--- src/rtl/e_slot_alloc.sv ---
// e_slot_alloc: round-robin slot ID allocator with occupancy tracking and error flag.
// Candidate is the first free slot scanning down from ptr-1 circularly, via a radix-grouped search.
module e_slot_alloc #(
    parameter int W       = 32,
    parameter int RADIX_N = 4
) (
    input  logic                 clk_i,
    input  logic                 rst_n_i,
    input  logic                 alloc_rdy_i,
    output logic                 alloc_vld_o,
    output logic [$clog2(W)-1:0] alloc_id_o,
    input  logic                 free_vld_i,
    input  logic [$clog2(W)-1:0] free_id_i,
    input  logic                 flush_i,
    output logic [W-1:0]         occ_o,
    output logic [$clog2(W):0]   count_o,
    output logic                 full_o,
    output logic                 empty_o,
    output logic                 err_o
);
    localparam int AW = $clog2(W);
    localparam int CW = AW + 1;
    localparam int NG = (W + RADIX_N - 1) / RADIX_N;
    localparam int PW = NG * RADIX_N;

    logic [W-1:0]       occ_q, occ_d;
    logic [AW-1:0]      ptr_q, ptr_d, cand;
    logic [CW-1:0]      cnt_q, cnt_d;
    logic               err_q, err_d;
    logic [PW-1:0]      rot;
    logic [NG-1:0]      grp_zero;
    logic [RADIX_N-1:0] sub;
    logic               grant, free_ok;
    int                 sel_g, off;

    // rot[j] is the slot examined j-th; padding bits read as occupied
    always_comb begin
        rot = '1;
        for (int j = 0; j < W; j++) rot[j] = occ_q[AW'(ptr_q - AW'(1) - AW'(j))];
        for (int g = 0; g < NG; g++) grp_zero[g] = ~&rot[g*RADIX_N +: RADIX_N];
        sel_g = 0;
        for (int g = NG - 1; g >= 0; g--) if (grp_zero[g]) sel_g = g;
        sub = rot[sel_g*RADIX_N +: RADIX_N];
        off = 0;
        for (int k = RADIX_N - 1; k >= 0; k--) if (!sub[k]) off = k;
        cand = AW'(ptr_q - AW'(1) - AW'(sel_g * RADIX_N + off));
    end

    assign alloc_vld_o = ~full_o;
    assign alloc_id_o  = cand;
    assign grant       = alloc_vld_o & alloc_rdy_i;
    assign occ_o       = occ_q;
    assign count_o     = cnt_q;
    assign full_o      = cnt_q == CW'(W);
    assign empty_o     = cnt_q == '0;
    assign err_o       = err_q;

    always_comb begin
        free_ok = free_vld_i & occ_q[free_id_i];
        occ_d   = occ_q;
        if (grant) occ_d[cand] = 1'b1;
        if (free_ok) occ_d[free_id_i] = 1'b0;
        cnt_d = cnt_q + CW'(grant) - CW'(free_ok);
        ptr_d = grant ? cand : ptr_q;
        err_d = err_q | (free_vld_i & ~occ_q[free_id_i]);
        if (flush_i) begin
            occ_d = '0;
            cnt_d = '0;
            ptr_d = '0;
            err_d = err_q;
        end
    end

    always_ff @(posedge clk_i or negedge rst_n_i) begin
        if (!rst_n_i) begin
            occ_q <= '0;
            ptr_q <= '0;
            cnt_q <= '0;
            err_q <= 1'b0;
        end else begin
            occ_q <= occ_d;
            ptr_q <= ptr_d;
            cnt_q <= cnt_d;
            err_q <= err_d;
        end
    end
endmodule

--- config.mk ---
export PLATFORM = sky130hd
export DESIGN_NAME = e_slot_alloc
export DESIGN_NICKNAME = d
export VERILOG_FILES = /design/src/rtl/e_slot_alloc.sv
export SDC_FILE = /design/constraint.sdc
export NUM_CORES = 1
export LEC_CHECK = 0
export BUFFER_PORTS_ARGS = -buffer_cell sky130_fd_sc_hd__buf_2
export CAP_MARGIN = 20
export CORE_AREA = 2 2 111 113
export DETAILED_ROUTE_END_ITERATION = 16
export DIE_AREA = 0 0 113 115
export PLACE_DENSITY = 0.82
export RECOVER_POWER = 100
export SYNTH_ARGS = -nofsm -noshare
export SYNTH_HDL_FRONTEND = slang
export SYNTH_SLANG_ARGS = --single-unit
--- constraint.sdc ---
create_clock -name clk_i -period 7.3 [get_ports clk_i]
set_clock_uncertainty 0.2 [all_clocks]
set_input_delay 1.095 -clock clk_i [delete_from_list [all_inputs] [get_ports clk_i]]
set_output_delay 1.095 -clock clk_i [all_outputs]
set_load 0.005 [all_outputs]
-- Yosys cells after proc, flatten, opt, wreduce, memory -nomap -nowiden
Index checks and enable logic that the tools add are counted.
- multiplexer cells: 88
- eq/ne operators: 1
- reductions and logical operators: 12
- shift-type cells: 1
- divide/modulo/power cells: 0
- multiply operators: 0
- $lt $le $gt $ge: 36
- bitwise operators: 9
- add/sub/neg operators: 36
- operators with widths (operator ; count):
    30-bit two-way mux ; 7
    5-bit by 6-bit less-than comparator with 1-bit output, second input constant ; 34
    1-bit binary-select mux with 5-bit select ; 33
    32-bit two-way mux ; 3
    5-bit subtractor, second input constant ; 16
    5-bit by 4-bit subtractor with 5-bit output, second input constant ; 8
    1-bit two-way mux ; 35
    32-bit AND ; 1
    32-bit NOT ; 1
    32-bit OR ; 1
    4-bit AND reduction ; 8
    32-bit by 32-bit variable part select with 4-bit output ; 1
    5-bit two-way mux ; 5
    5-bit by 3-bit subtractor with 5-bit output, second input constant ; 4
    1-bit demux with 5-bit select ; 2
    5-bit by 1-bit greater-or-equal comparator with 1-bit output, second input constant ; 2
    5-bit by 1-bit subtractor with 5-bit output, second input constant ; 2
    5-bit by 2-bit subtractor with 5-bit output, second input constant ; 2
    6-bit by 1-bit adder with 6-bit output ; 1
    6-bit equality test, second input constant ; 1
    6-bit zero test ; 1
    6-bit two-way mux ; 1
    6-bit by 1-bit subtractor with 6-bit output ; 1
    5-bit adder ; 1
    8 further kinds ; 12
- bits of input ports: 10
- memories kept: 0
- latch bits: 0
- logic and storage cells: 187
- bits in read-only memories: 0
- register bits: 44
- memory bits (writable): 0

-- Longest topological paths before layout
Gate-level depths: netlist of run 1.
- depth in word-level cells: 29
- mapped depth: 34
- mapped depth without buffers: 30

-- Least setup slack after synthesis of run 1
OpenSTA, ideal clock, no wires.
- kind: register to output
- start point: reg ptr_q[0]
- end point: out alloc_id_o[4]
- data required time: 6.005 ns
- stages on the path, launching flop included: 30
- arrival: 6.614 ns
- path buffers: 5
- setup slack: -0.609 ns
- cell sequence: dfrtp_1 -> buf_4 -> inv_1 -> ha_1 -> buf_2 -> buf_4 -> buf_4 -> inv_1 -> ha_1 -> o21a_1 -> o21ai_2 -> xor2_2 -> buf_6 -> mux2i_1 -> mux4_2 -> or4_4 -> or2_4 -> a2111oi_4 -> or4b_1 -> a31oi_1 -> a21o_1 -> and3b_1 -> nor3_1 -> fa_1 -> nand2_1 -> a21oi_1 -> xor2_1 -> xnor2_1 -> xnor2_1 -> inv_2
- longest elaborated chain between the ends: 20
- elaborated cells on any way between the ends: 119
- those cells by class: add/sub (34); shift (1); mux (76); reduce/logical (8)
- ends and longest elaborated chain (what ; RTL line ; text):
    from (decl) ; 27 ; logic [AW-1:0] ptr_q, ptr_d, cand;
    from (signal assigned) ; 82 ; ptr_q <= ptr_d;
    5-bit by 1-bit subtractor with 5-bit output (*) ; 39, 46 ;
    5-bit subtractor ; 39 ; for (int j = 0; j < W; j++) rot[j] = occ_q[AW'(ptr_q - AW'(1) - AW'(j))];
    1-bit binary-select mux with 5-bit select ; 39 ;
    1-bit two-way mux (implied by the code) ; 39 ;
    4-bit AND reduction ; 40 ; for (int g = 0; g < NG; g++) grp_zero[g] = ~&rot[g*RADIX_N +: RADIX_N];
    3-bit two-way mux ; 42 ; for (int g = NG - 1; g >= 0; g--) if (grp_zero[g]) sel_g = g;
    30-bit two-way mux (7 in series) ; 42 ;
    32-bit by 32-bit variable part select with 4-bit output ; 43 ; sub = rot[sel_g*RADIX_N +: RADIX_N];
    2-bit two-way mux ; 45 ; for (int k = RADIX_N - 1; k >= 0; k--) if (!sub[k]) off = k;
    5-bit two-way mux (3 in series) ; 45 ;
    5-bit adder ; 46 ; cand = AW'(ptr_q - AW'(1) - AW'(sel_g * RADIX_N + off));
    5-bit subtractor (*) ; 46 ;
    to (decl) ; 11 ; output logic [$clog2(W)-1:0] alloc_id_o,
Every way passes the cells marked *; elsewhere a longest branch is shown, timed or not. The select of a mux whose other input is x is not followed.

-- Worst setup path after layout of run 1
Same ends and word-level chain as after synthesis.

==> qor.txt, run 1 <==
max cap viols = 1
worst-skew pair later-pin latency = 0.29 ns
critical path launch point type = register
TritonCTS Buffers = 5
Fin Hold WS = 0.285 ns
asr flop ratio synth = 1.00
XOR/XNOR share of the synthesized area = 0.0548
Detail Placement HPWL = 14.2 mm
# port buffers = 56
worst vdd ir = 0.233 mV
Final nets = 726
CP peak stage delay = 0.53 ns
Synth Flop Type = dfrtp_1
period utilisation layout = 1.01
antenna viol nets, final = 0
Hold Vio Cnt, Final = 0
root buffer cell = clkbuf_16
Clock Path Buffers = 2
Syn. warnings = 0
sequential fraction of the synthesis area = 0.189
fin cells = 843
top cells by area, synth = mux4_2 (21%), dfrtp_1 (19%), mux2i_1 (7.9%)
Rows = 40
Total GRT Usage = 0.288
Initial Util = 0.493
GRT overflow = 0
share of layout cells above drive strength 1 = 0.355
initial antenna violation count = 0
CTS clk-pin slew, worst paths = 0.06 ns
setup ws final = -0.0778 ns
fin crit period = 7.38 ns
CP max-delay cell = or4_4
CP arrival = 6.08 ns
CP Class = register to output pin
first-pass GRT wire length = 29.8 mm
Setup Viol. Count Final = 1
Place WS = -0.206 ns
most common cell after layout, fill and taps aside = buf_4
CTS tree = built
clk sinks = 44
die area = 13000 um^2
syn_nets = 633
Worst-Margin Slew = 2.39 ns
routability cong. = 1.01
status = complete, but fails checks
Post-Synth Simple-Gate Area = 0.137
Die Y = 115 um
H-tree depth = 2
Post-Syn Instances = 602
Area Growth Syn to Fin = 21.2%
largest net degree at the start of global routing = 45
post-synthesis average cell area = 9.67 um^2
Die X = 113 um
fillers = 983
largest family of logic cells by synthesized area = multiplexers
placed insts = 814
Slew Limit Fails = 45
Critical Path Fanout Max = 5
Core ar. = 11800 um^2
vias in the first global route = 5643
complex-gate fraction of the synthesized area = 0.183
RSZ-0062 raised after global routing = true
area post-placement = 6510 um^2
Synth area leader = mux4_2
failing checks = capacitance limit, slew limit, setup timing
aggregate negative setup slack = -0.0778 ns
Fmax achieved = 136 MHz
Min-Delay Path Class = register to register
DRT iter0 DRCs = 514
Yosys top cell area share = 0.213
Leak Pwr = 2.86 nW
total vias in the final route = 5748
IO Pins = 57
post-synthesis mux area share = 0.333
routed wire length = 19.1 mm
most frequent cells in the layout = buf_4 (62), mux4_2 (55), a21oi_1 (47)
1st-pass router iterations = 5
Synth Area in Adders = 0.0477
Worst slew margin = -0.591
Yosys reg bits = 44
EDFF count, synth = 0
Pwr Density = 384 nW/um^2
crit end category = output pin
post-synth cell types = 63
drc violations = 0
final instance area = 7060 um^2
diode count = 0
drt via density = 6.82
drt wl/cell = 22.6 um
CP Data Required Time = 6.00 ns
Post-Syn Area = 5820 um^2
critical path, delay by kind of cell (launching register included):
family,cells,cell delay (ns)
AND/OR/NAND/NOR,5,1.53
AO/OA/AOI/OAI,7,1.17
XOR/XNOR,5,1.02
adder cells (fa/ha/maj),4,0.78
multiplexers,2,0.64
flip-flops,1,0.39
buffers and inverters,3,0.24
metal layers:
layer / wire length (um) / vias to the layer above / GRT usage / part of all wire
li1: - / 2519 / - / -
met1: 7430 / 2844 / 0.368 / 0.39
met2: 9430 / 317 / 0.492 / 0.49
met3: 1370 / 68 / 0.0358 / 0.072
met4: 841 / 0 / 0.135 / 0.044
met5: 0 / - / 0 / 0
sequential cells by signal, indices dropped and copies added, names as in the netlist:
signal and cells:
ptr_q 5, count_o 6, err_o 1, occ_o 32
synthesized netlist by cell type (3+ instances only):
master	n
nand3_1	12
nand2_1	33
xor2_1	10
nor4_1	3
o21bai_1	3
o21ai_0	21
nor2b_1	13
o211a_1	3
a311oi_1	3
xnor2_1	19
nor3b_1	5
inv_1	31
a31oi_1	5
and2_1	6
a211oi_1	39
nor3_1	8
nand2b_1	9
buf_4	9
buf_2	9
or4_1	3
o211ai_1	4
mux2i_1	46
inv_2	3
nand4_1	4
a21oi_1	50
and3_1	5
a31o_2	3
or3_1	5
a22oi_1	6
a21o_1	5
nor2_1	35
o21a_1	4
mux4_2	55
and3b_1	3
ha_1	19
dfrtp_1	44
mux2_2	19
clkbuf_1	14
metrics by stage:
stage | util | power [mW]
floorplan | - | 1.72
global placement | 0.551 | 2.14
detailed placement | 0.551 | 2.20
CTS | 0.579 | 2.56
global route | 0.597 | 2.86
finish | 0.597 | 2.71
worst paths after layout:
check / startpoint / to / slack [ns] / cells past startpoint
max: ptr_q[0] / alloc_id_o[4] / -0.08 / 26
max in group asynchronous: rst_n_i / ptr_q[0] / 4.03 / 1
min reg2reg: err_o / err_o / 0.28 / 1
max reg2reg: ptr_q[0] / occ_o[6] / 0.31 / 29
min: err_o / err_o / 0.28 / 1
min in group asynchronous: rst_n_i / occ_o[13] / 1.32 / 1
power breakdown:
part | switching [mW] | leakage (nW) | internal, mW
Sequential | 0.0681 | 0.598 | 0.283
Clock | 0.0970 | 0.0798 | 0.161
Combinational | 1.12 | 2.18 | 0.980
cell type report:
class / count / area, um^2 / share of cell area
multi-input cells: 488 / 4690 / 0.664
inverters: 34 / 138 / 0.0195
repair buffers: 122 / 777 / 0.110
flip-flops and latches: 44 / 1100 / 0.156
clock buffers: 5 / 125 / 0.0177
clock inverters: 3 / 42.5 / 0.00603
well taps: 147 / 184 / 0.0261
kinds of logic after synthesis:
| logic type | count (synthesis) |
|---|---|
| AOI/OAI and AO/OA | 160 |
| xor gates and xnor gates | 33 |
| adders and majority gates | 21 |
| buffers and inverters | 70 |
| DFF | 44 |
| muxes | 122 |
| and+or+nand+nor | 152 |
repair_timing:
action                                  in CTS  in global routing
hold buffers                                 0                  0
gates resized for setup                     26                 32
endpoints found under the hold margin        0                  0
pin swaps                                   19                 27
setup buffers                               11                 11
endpoints found under the setup margin       2                  4
No activity file was read; power rests on OpenSTA's default activity.
==> run 2, diff against run 1 <==
--- a/config.mk
+++ b/config.mk
@@ -7,10 +7,12 @@
 export LEC_CHECK = 0
 export BUFFER_PORTS_ARGS = -buffer_cell sky130_fd_sc_hd__buf_2
 export CAP_MARGIN = 20
-export CORE_AREA = 2 2 111 113
+export CELL_PAD_IN_SITES_DETAIL_PLACEMENT = 0
+export CELL_PAD_IN_SITES_GLOBAL_PLACEMENT = 2
+export CORE_AREA = 2 2 132 134
 export DETAILED_ROUTE_END_ITERATION = 16
-export DIE_AREA = 0 0 113 115
-export PLACE_DENSITY = 0.82
+export DIE_AREA = 0 0 134 136
+export PLACE_DENSITY = 0.88
 export RECOVER_POWER = 100
 export SYNTH_ARGS = -nofsm -noshare
 export SYNTH_HDL_FRONTEND = slang
==> run 2 against run 1 <==
The flow still finishes with violations (capacitance limit, slew limit, setup timing); register-to-register slack hardly changed; routed wire length is 1.8% higher; critical path depth is 2 lower; sequential cell count stayed put.
==> qor.txt, run 2 (synthesis gave the netlist of run 1 again) <==
antenna viol nets, final = 0 (unchanged)
Leak Pwr = 2.86 nW (about the same)
H-tree depth = 2 (unchanged)
Die Y = 136 um (was 115 um)
most common cell after layout, fill and taps aside = buf_4 (unchanged)
fillers = 1638 (was 983)
Worst slew margin = -0.605 (was -0.591)
Sw Share = 0.470 (was 0.475)
Fmax achieved = 135 MHz (was 136 MHz)
footprint of the multi-input gates = 4680 um^2 (was 4690 um^2)
IO Pins = 57 (unchanged)
crit end category = output pin (unchanged)
fin cells = 919 (was 843)
Min-Delay Path Class = register to register (unchanged)
Psw = 1.26 mW (was 1.29 mW)
routability cong. = 0.968 (was 1.01)
Hold Buf Count CTS = 0 (unchanged)
post-layout util = 0.423 (was 0.597)
Area Growth Syn to Fin = 22.6% (was 21.2%)
Critical Path Fanout Max = 21 (was 5)
GRT overflow = 0 (unchanged)
critical path launch point type = register (unchanged)
initial antenna violation count = 0 (unchanged)
Die X = 134 um (was 113 um)
CP Class = register to output pin (unchanged)
fin crit period = 7.42 ns (was 7.38 ns)
root buffer cell = clkbuf_16 (unchanged)
FF+latch area = 1100 um^2 (unchanged)
DRT iter0 DRCs = 341 (was 514)
Internal = 1.42 mW (about the same)
CP Data Required Time = 6.00 ns (about the same)
routed wire length = 19.4 mm (was 19.1 mm)
Power, Total = 2.69 mW (was 2.71 mW)
clk sinks = 44 (unchanged)
CTS clk-pin slew, worst paths = 0.07 ns (was 0.06 ns)
Worst-Margin Slew = 2.41 ns (was 2.39 ns)
CP peak stage delay = 0.54 ns (was 0.53 ns)
period utilisation layout = 1.02 (was 1.01)
status = complete, but fails checks (unchanged)
Gate power share = 0.768 (was 0.775)
largest net degree at the start of global routing = 45 (unchanged)
placed insts = 898 (was 814)
CP max-delay cell = or4b_4 (was or4_4)
worst vdd ir = 0.210 mV (was 0.233 mV)
Pwr Density = 377 nW/um^2 (was 384 nW/um^2)
Critical Path, Cell by Cell = buf_6 > o31ai_2 > and2_4 > buf_4 > mux2_2 > mux2i_1 > nand2_1 > or3_4 > or2_4 > a2111oi_4 > or4b_4 > a31oi_4 > a21o_1 > a31oi_1 > nor2_1 > ha_2 > fa_2 > nand2_1 > a21oi_2 > xor2_2 > xnor2_2 > xnor2_2 > inv_2 > buf_2
drt wl/cell = 21.1 um (was 22.6 um)
Setup Viol. Count Final = 1 (unchanged)
setup ws final = -0.115 ns (was -0.0778 ns)
Initial Util = 0.345 (was 0.493)
number of flip-flops in the largest register = 32 (unchanged)
CTS tree = built (unchanged)
max cap viols = 1 (unchanged)
share of layout cells above drive strength 1 = 0.347 (was 0.355)
Hold Vio Cnt, Final = 0 (unchanged)
Slew Limit Fails = 45 (unchanged)
CP arrival = 6.12 ns (was 6.08 ns)
most frequent cells in the layout = buf_4 (59), mux4_2 (55), a21oi_1 (48) (was buf_4 (62), mux4_2 (55), a21oi_1 (47))
total vias in the final route = 5508 (was 5748)
die area = 18200 um^2 (was 13000 um^2)
vias in the first global route = 5512 (was 5643)
Final nets = 724 (was 726)
Clock Path Buffers = 2 (unchanged)
TritonCTS Buffers = 5 (unchanged)
Clock Power Share = 0.101 (was 0.095)
diode count = 0 (unchanged)
Total GRT Usage = 0.214 (was 0.288)
Detail Placement HPWL = 15.0 mm (was 14.2 mm)
worst-skew pair later-pin latency = 0.29 ns (about the same)
Rows = 48 (was 40)
Fin Hold WS = 0.277 ns (was 0.285 ns)
failing checks = capacitance limit, slew limit, setup timing (unchanged)
drt via density = 5.99 (was 6.82)
Flop pwr share = 0.131 (was 0.129)
first-pass GRT wire length = 30.5 mm (was 29.8 mm)
Core ar. = 16900 um^2 (was 11800 um^2)
RSZ-0062 raised after global routing = true (unchanged)
1st-pass router iterations = 5 (unchanged)
# port buffers = 56 (unchanged)
Place WS = -0.119 ns (was -0.206 ns)
drc violations = 0 (unchanged)
==> run 2: stage by stage <==
step | cell area (um^2) | setup TNS (ns)
5_1_grt | 7140 | -0.399
3_5_place_dp | 6650 | -0.119
2_1_floorplan | 5910 | -0.239
6_report | 7140 | -0.115
4_1_cts | 7020 | 0
3_3_place_gp | 6650 | -0.104
==> run 2: final timing paths <==
| check | startpoint | to | slack, ns | depth (start not counted) |
|---|---|---|---|---|
| min in group asynchronous | rst_n_i | occ_o[7] | 1.32 | 1 |
| worst max-delay path | ptr_q[2] | alloc_id_o[4] | -0.12 | 24 |
| worst min-delay path | err_o | err_o | 0.28 | 1 |
| max in group asynchronous | rst_n_i | ptr_q[0] | 4.00 | 1 |
| worst max register to register | ptr_q[2] | occ_o[6] | 0.32 | 27 |
| worst min register to register | err_o | err_o | 0.28 | 1 |
==> run 2: area by class of cell <==
class | instances | area share
flip-flops and latches | 44 | 0.154
multi-input cells | 488 | 0.656
inverters | 34 | 0.0193
well taps | 225 | 0.0394
clock buffers | 6 | 0.0195
repair buffers | 120 | 0.106
clock inverters | 2 | 0.00543
==> run 2: power groups by stage <==
stage          sequential [mW]  clock, mW  combinational (mW)
2_1_floorplan            0.328          0                1.39
3_3_place_gp             0.351          0                1.87
3_5_place_dp             0.354          0                1.90
4_1_cts                  0.350      0.276                2.01
5_1_grt                  0.360      0.284                2.22
6_report                 0.352      0.271                2.06
==> run 2: routing by layer <==
metal,share of wire,track usage,vias up
li1,-,-,2505
met1,0.42,0.273,2746
met2,0.50,0.372,213
met3,0.051,0.0186,44
met4,0.037,0.0910,0
met5,0,0,-
==> run 2: timing repair <==
item	in CTS	in global routing
pin swaps	16	15
gates cloned	0	0
setup buffers	6	7
gates resized for setup	36	15
setup endpoints to repair	3	3
==> run 2: worst max-delay path: cells and delay by family (launching register included) <==
| kind | cells | cell delay [ns] |
|---|---|---|
| muxes | 2 | 0.60 |
| DFF | 1 | 0.49 |
| AOI/OAI and AO/OA | 6 | 1.29 |
| and+or+nand+nor | 7 | 1.81 |
| buffers and inverters | 4 | 0.65 |
| xor gates and xnor gates | 3 | 0.57 |
| adders and majority gates | 2 | 0.40 |
